===== config.mk =====
export PLATFORM = sky130hd
export DESIGN_NAME = system_unit
export DESIGN_NICKNAME = d
export VERILOG_FILES = /design/src/rtl/system_unit.sv
export SDC_FILE = /design/constraint.sdc
export NUM_CORES = 1
export LEC_CHECK = 0
export ABC_AREA = 1
export CORE_AREA = 5 5 150 152
export DETAILED_ROUTE_END_ITERATION = 8
export DIE_AREA = 0 0 155 157
export GPL_TIMING_DRIVEN = 0
export PLACE_DENSITY = 0.68
export SETUP_SLACK_MARGIN = 0.5
export SLEW_MARGIN = 10
export SYNTH_ARGS = -nofsm -noshare
export SYNTH_HDL_FRONTEND = slang
export SYNTH_SLANG_ARGS = --single-unit
export TNS_END_PERCENT = 30

===== constraint.sdc =====
create_clock -name i_clk -period 2.1 [get_ports i_clk]
set_input_delay 0.42 -clock i_clk [delete_from_list [all_inputs] [get_ports i_clk]]
set_output_delay 0.42 -clock i_clk [all_outputs]
set_load 0.01 [all_outputs]

===== src/rtl/system_unit.sv =====
// Purpose: execute-stage system unit; 64-bit cycle/time/instret counters, counter reads, SCALL/SBREAK trap request.
// Latency: counter reads return o_result/o_result_valid one cycle after acceptance; traps raise o_trap one cycle later.
// Backpressure: o_busy while a trap is pending; requests under i_stall or o_busy are not sampled and must be re-presented.
//
// Ports:
//   i_clk, i_rst_n       clock, asynchronous active-low reset
//   i_valid, i_stall     request present / execute stalled
//   i_sysop              operation (t_sysop)
//   i_retire             one instruction retired this cycle
//   i_trap_ack           trap taken by fetch/hazard logic
//   o_result(_valid)     counter read data and its one-cycle strobe
//   o_trap, o_trap_cause trap request level (held to ack), 0 = SCALL / 1 = SBREAK
//   o_busy               unit cannot accept a request
// Optional: define SYSTEM_UNIT_INSTRET_EN to build the instret counter; otherwise
// RDINSTRET[H] read as 0 and i_retire is ignored.

package system_unit_pkg;
  typedef enum logic [3:0] {
    SYSOP_RDCYCLE    = 4'd0,
    SYSOP_RDCYCLEH   = 4'd1,
    SYSOP_RDTIME     = 4'd2,
    SYSOP_RDTIMEH    = 4'd3,
    SYSOP_RDINSTRET  = 4'd4,
    SYSOP_RDINSTRETH = 4'd5,
    SYSOP_SCALL      = 4'd6,
    SYSOP_SBREAK     = 4'd7
  } t_sysop;
endpackage

module system_unit
  import system_unit_pkg::*;
#(
  parameter int XLEN     = 32,
  parameter int CNT_W    = 64,
  parameter int TIME_DIV = 50
) (
  input  logic            i_clk,
  input  logic            i_rst_n,
  input  logic            i_valid,
  input  logic            i_stall,
  input  t_sysop          i_sysop,
  input  logic            i_retire,
  input  logic            i_trap_ack,
  output logic [XLEN-1:0] o_result,
  output logic            o_result_valid,
  output logic            o_trap,
  output logic            o_trap_cause,
  output logic            o_busy
);

  localparam int PW = (TIME_DIV > 1) ? $clog2(TIME_DIV) : 1;
  localparam logic [PW-1:0] PRESC_LAST = PW'(TIME_DIV - 1);

  typedef enum logic {ST_IDLE, ST_TRAP_PEND} t_state;

  t_state            r_state;
  t_state            w_state_nxt;
  logic [CNT_W-1:0]  r_cycle;
  logic [CNT_W-1:0]  r_time;
  logic [PW-1:0]     r_presc;
  logic [CNT_W-1:0]  w_instret;
  logic [XLEN-1:0]   r_result;
  logic              r_result_vld;
  logic              r_cause;

  logic              w_accept;
  logic              w_is_trap;
  logic              w_presc_wrap;
  logic [CNT_W-1:0]  w_sel_cnt;
  logic              w_sel_hi;
  logic [XLEN-1:0]   w_rd_data;

  assign w_accept     = i_valid && !i_stall && (r_state == ST_IDLE);
  assign w_is_trap    = (i_sysop == SYSOP_SCALL) || (i_sysop == SYSOP_SBREAK);
  assign w_presc_wrap = (r_presc == PRESC_LAST);

  // Free-running counters: they never look at state or stall.
  always_ff @(posedge i_clk or negedge i_rst_n) begin
    if (!i_rst_n) begin
      r_cycle <= '0;
      r_time  <= '0;
      r_presc <= '0;
    end else begin
      r_cycle <= r_cycle + CNT_W'(1);
      if (w_presc_wrap) begin
        r_presc <= '0;
        r_time  <= r_time + CNT_W'(1);
      end else begin
        r_presc <= r_presc + PW'(1);
      end
    end
  end

`ifdef SYSTEM_UNIT_INSTRET_EN
  logic [CNT_W-1:0] r_instret;

  always_ff @(posedge i_clk or negedge i_rst_n) begin
    if (!i_rst_n) begin
      r_instret <= '0;
    end else if (i_retire) begin
      r_instret <= r_instret + CNT_W'(1);
    end
  end

  assign w_instret = r_instret;
`else
  logic w_unused_retire;
  assign w_unused_retire = i_retire;
  assign w_instret       = '0;
`endif

  // Counter/half select; unlisted opcodes fall through to the RDCYCLE default.
  always_comb begin
    w_sel_cnt = r_cycle;
    w_sel_hi  = 1'b0;
    case (i_sysop)
      SYSOP_RDCYCLEH:   w_sel_hi = 1'b1;
      SYSOP_RDTIME:     w_sel_cnt = r_time;
      SYSOP_RDTIMEH: begin
        w_sel_cnt = r_time;
        w_sel_hi  = 1'b1;
      end
      SYSOP_RDINSTRET:  w_sel_cnt = w_instret;
      SYSOP_RDINSTRETH: begin
        w_sel_cnt = w_instret;
        w_sel_hi  = 1'b1;
      end
      default: ;
    endcase
  end

  assign w_rd_data = w_sel_hi ? XLEN'(w_sel_cnt >> XLEN) : w_sel_cnt[XLEN-1:0];

  // Result register samples pre-increment counter values on the accepting edge.
  always_ff @(posedge i_clk or negedge i_rst_n) begin
    if (!i_rst_n) begin
      r_result     <= '0;
      r_result_vld <= 1'b0;
    end else begin
      r_result_vld <= w_accept && !w_is_trap;
      if (w_accept && !w_is_trap) begin
        r_result <= w_rd_data;
      end
    end
  end

  // Trap FSM: state register.
  always_ff @(posedge i_clk or negedge i_rst_n) begin
    if (!i_rst_n) begin
      r_state <= ST_IDLE;
      r_cause <= 1'b0;
    end else begin
      r_state <= w_state_nxt;
      if (w_accept && w_is_trap) begin
        r_cause <= (i_sysop == SYSOP_SBREAK);
      end
    end
  end

  // Trap FSM: next state.
  always_comb begin
    w_state_nxt = r_state;
    case (r_state)
      ST_IDLE: begin
        if (w_accept && w_is_trap) begin
          w_state_nxt = ST_TRAP_PEND;
        end
      end
      ST_TRAP_PEND: begin
        if (i_trap_ack) begin
          w_state_nxt = ST_IDLE;
        end
      end
      default: w_state_nxt = ST_IDLE;
    endcase
  end

  assign o_result       = r_result;
  assign o_result_valid = r_result_vld;
  assign o_trap         = (r_state == ST_TRAP_PEND);
  assign o_busy         = (r_state == ST_TRAP_PEND);
  assign o_trap_cause   = r_cause;

endmodule


==> results.toml <==
[place]
gp_congestion = 0.992
postPlaceCellArea_mm2 = 0.0111
hpwl_um = 25900
dp_worst_setup_slack_ns = -0.440
numPortBuffers = 43

[timing]
fin_crit_sh_pct = 83.1
fin_hold_ws_ns = 0.385
min_period_ns = 1.75
tns_ns = 0
finalWorstSetupSlack_ns = 0.355
setup_viol = 0
final_hold_viol_count = 0
max_slew_margin_pct = 59.5
tightest_slew_ns = 0.607
worst_clock_skew_ns = 0.0112
rsz0062_at_grt = "true"
drv_slew = 0
fmax_mhz = 573

[synthesis]
netlist_instances = 1384
synth.net_count = 1398
ys_seq_elements = 169
synthesis.area_mm2 = 0.0103
async_flop_share_pct = 100
synthDistinctLibCells = 38
synth-warning-count = 0
avgSynthCellArea_um2 = 7.43
yosysSeqAreaShare_pct = 41.1
synth_edf_count = 0
ys.flop_type = "dfrtp_1"

[outcome]
status = "finished clean"

[global_routing]
grt_pass1_wl_um = 52600
antenna_found_initial = 0
first_global_vias = 9483
grt_usage_pct = 28.1
grt_overflow = 0
grt_max_degree = 107

[routing]
drc = 0
vias_per_cell = 5.55
wl_um = 35400
drtPass1Iterations = 6
num_vias = 10100
ant_nets = 0
drtIter0Drc = 1026
wl_per_cell_um = 19.5

[floorplanning]
core_mm2 = 0.0209
die_w_um = 155
rows = 53
fp.dieH_um = 157
die-area_mm2 = 0.0243
start_util_pct = 49.2
io_pins = 46

[finish]
final_common_cell = "nand2_1"
diodes = 0
nets = 1543
fillerInstances = 1740
layout-drive-gt1-share_pct = 24.4
syn2layout_area_growth_pct = 30.0
mostFrequentLayoutCells = "nand2_1 (319), inv_1 (185), dfrtp_1 (133)"
fin_util_pct = 64.0
final_area_mm2 = 0.0134

[clock_tree]
insertion_delay_ns = 0.44
clockBufferDepth = 2
root_buffer = "clkbuf_16"
cts.sinks = 169
cts-buffers-inserted = 17
h-tree-depth = 4
tritoncts = "done"
clk_pin_slew_worst_paths_ns = 0.07

[setup_path]
slowest_delay_ns = 0.54
startpoint_type = "register"
critPathArrivalTime_ns = 1.33
cpMaxStageDelayCell = "clkdlybuf4s50_1"
worstPathMaxFanout = 2
path_buf_inv = 1
critPathTopFamily = "buffers and inverters"
cp_data_required_time_ns = 1.68
end_kind = "output pin"
crit_type = "reg -> out"
worstPathCellList = "clkdlybuf4s50_1"

[job]
maxCapViolations = 0

[pwr]
leakage_nw = 6.23
ir_drop_mv = 0.483
p_per_area_mw_per_mm2 = 555

[hold_path]
min_path_type = "in -> reg"
Yosys cell counts (8+ instances only):
cell type  count  area share, %
nand2_1      350             13
nor2_2        16           0.97
o21ai_0        8           0.39
nor3_1        43            2.1
inv_1        191            7.0
nand4_1       46            2.8
clkbuf_1      15           0.55
dfrtp_1      169             41
nor2_4         9           0.99
nor3_2         9           0.88
o221ai_1      28            2.4
xor2_1        90            7.7
nor2_1       173            6.3
o211ai_1      30            2.2
nand3_1      132            6.4
buf_2         13           0.63
report_power, final:
part | internal [mW] | switching (mW)
registers | 3.33 | 0.0414
logic | 0.240 | 0.346
clock network | 1.97 | 1.48
total | 5.55 | 1.86
sequential cells by signal, indices dropped and copies added (netlist names):
signal / cells
o_result: 32
r_time: 64
r_presc: 6
o_trap_cause: 1
o_result_valid: 1
o_busy: 1
r_cycle: 64
area by class of cell:
class / count / area [µm²] / share of cell area (%)
inverters: 197 / 744 / 5.57
well taps: 275 / 344 / 2.58
clock inverters: 13 / 183 / 1.37
plain buffers: 33 / 216 / 1.62
repair buffers: 126 / 1180 / 8.86
flip-flops and latches: 169 / 4270 / 32.0
multi-input cells: 985 / 5960 / 44.6
clock buffers: 19 / 453 / 3.39
cell families after synthesis:
group	after synthesis	synth area share, %
simple gates	805	35.5
buf+inv	230	8.85
flops	169	41.1
xor+xnor	93	7.92
compound gates	82	5.99
fa+ha+maj	4	0.487
mux	1	0.110
path summary, 6_finish.rpt:
| kind | start | to | slack [ns] | cells after the start |
|---|---|---|---|---|
| max | o_result[10]$_DFFE_PN0P_ | o_result[10] | 0.35 | 1 |
| max reg2reg | r_presc[1]$_DFF_PN0_ | r_time[46]$_DFFE_PN0N_ | 0.39 | 9 |
| max in group asynchronous | i_rst_n | r_cycle[37]$_DFF_PN0_ | 0.61 | 3 |
| min reg2reg | o_result[19]$_DFFE_PN0P_ | o_result[19]$_DFFE_PN0P_ | 0.47 | 2 |
| min | i_sysop[1] | o_busy$_DFF_PN0_ | 0.39 | 3 |
| min in group asynchronous | i_rst_n | r_presc[3]$_DFF_PN0_ | 0.50 | 2 |
through the flow:
stage / power [mW] / instances
floorplan: 3.67 / 1384
global placement: 4.00 / 1702
detailed placement: 4.01 / 1703
CTS: 7.46 / 1756
global route: 7.64 / 1817
finish: 7.41 / 1817
per-layer routing:
layer | part of all wire (%) | track usage, % | wire [µm] | vias up
met5 | 0 | 0 | 0 | -
met4 | 4.7 | 11.3 | 1680 | 0
met3 | 7.2 | 3.85 | 2560 | 96
met2 | 48 | 46.5 | 16800 | 427
met1 | 41 | 37.4 | 14400 | 4805
li1 | - | - | - | 4763
what timing repair did:
item / CTS / global route
pin swaps: 16 / 58
hold buffers: 1 / 0
hold endpoints to repair: 63 / 0
endpoints found under the setup margin: 151 / 207
gates resized for setup: 105 / 201
buffers inserted: 20 / 60
gates cloned: 0 / 1
Note: power is estimated with default switching activity, not from simulation.
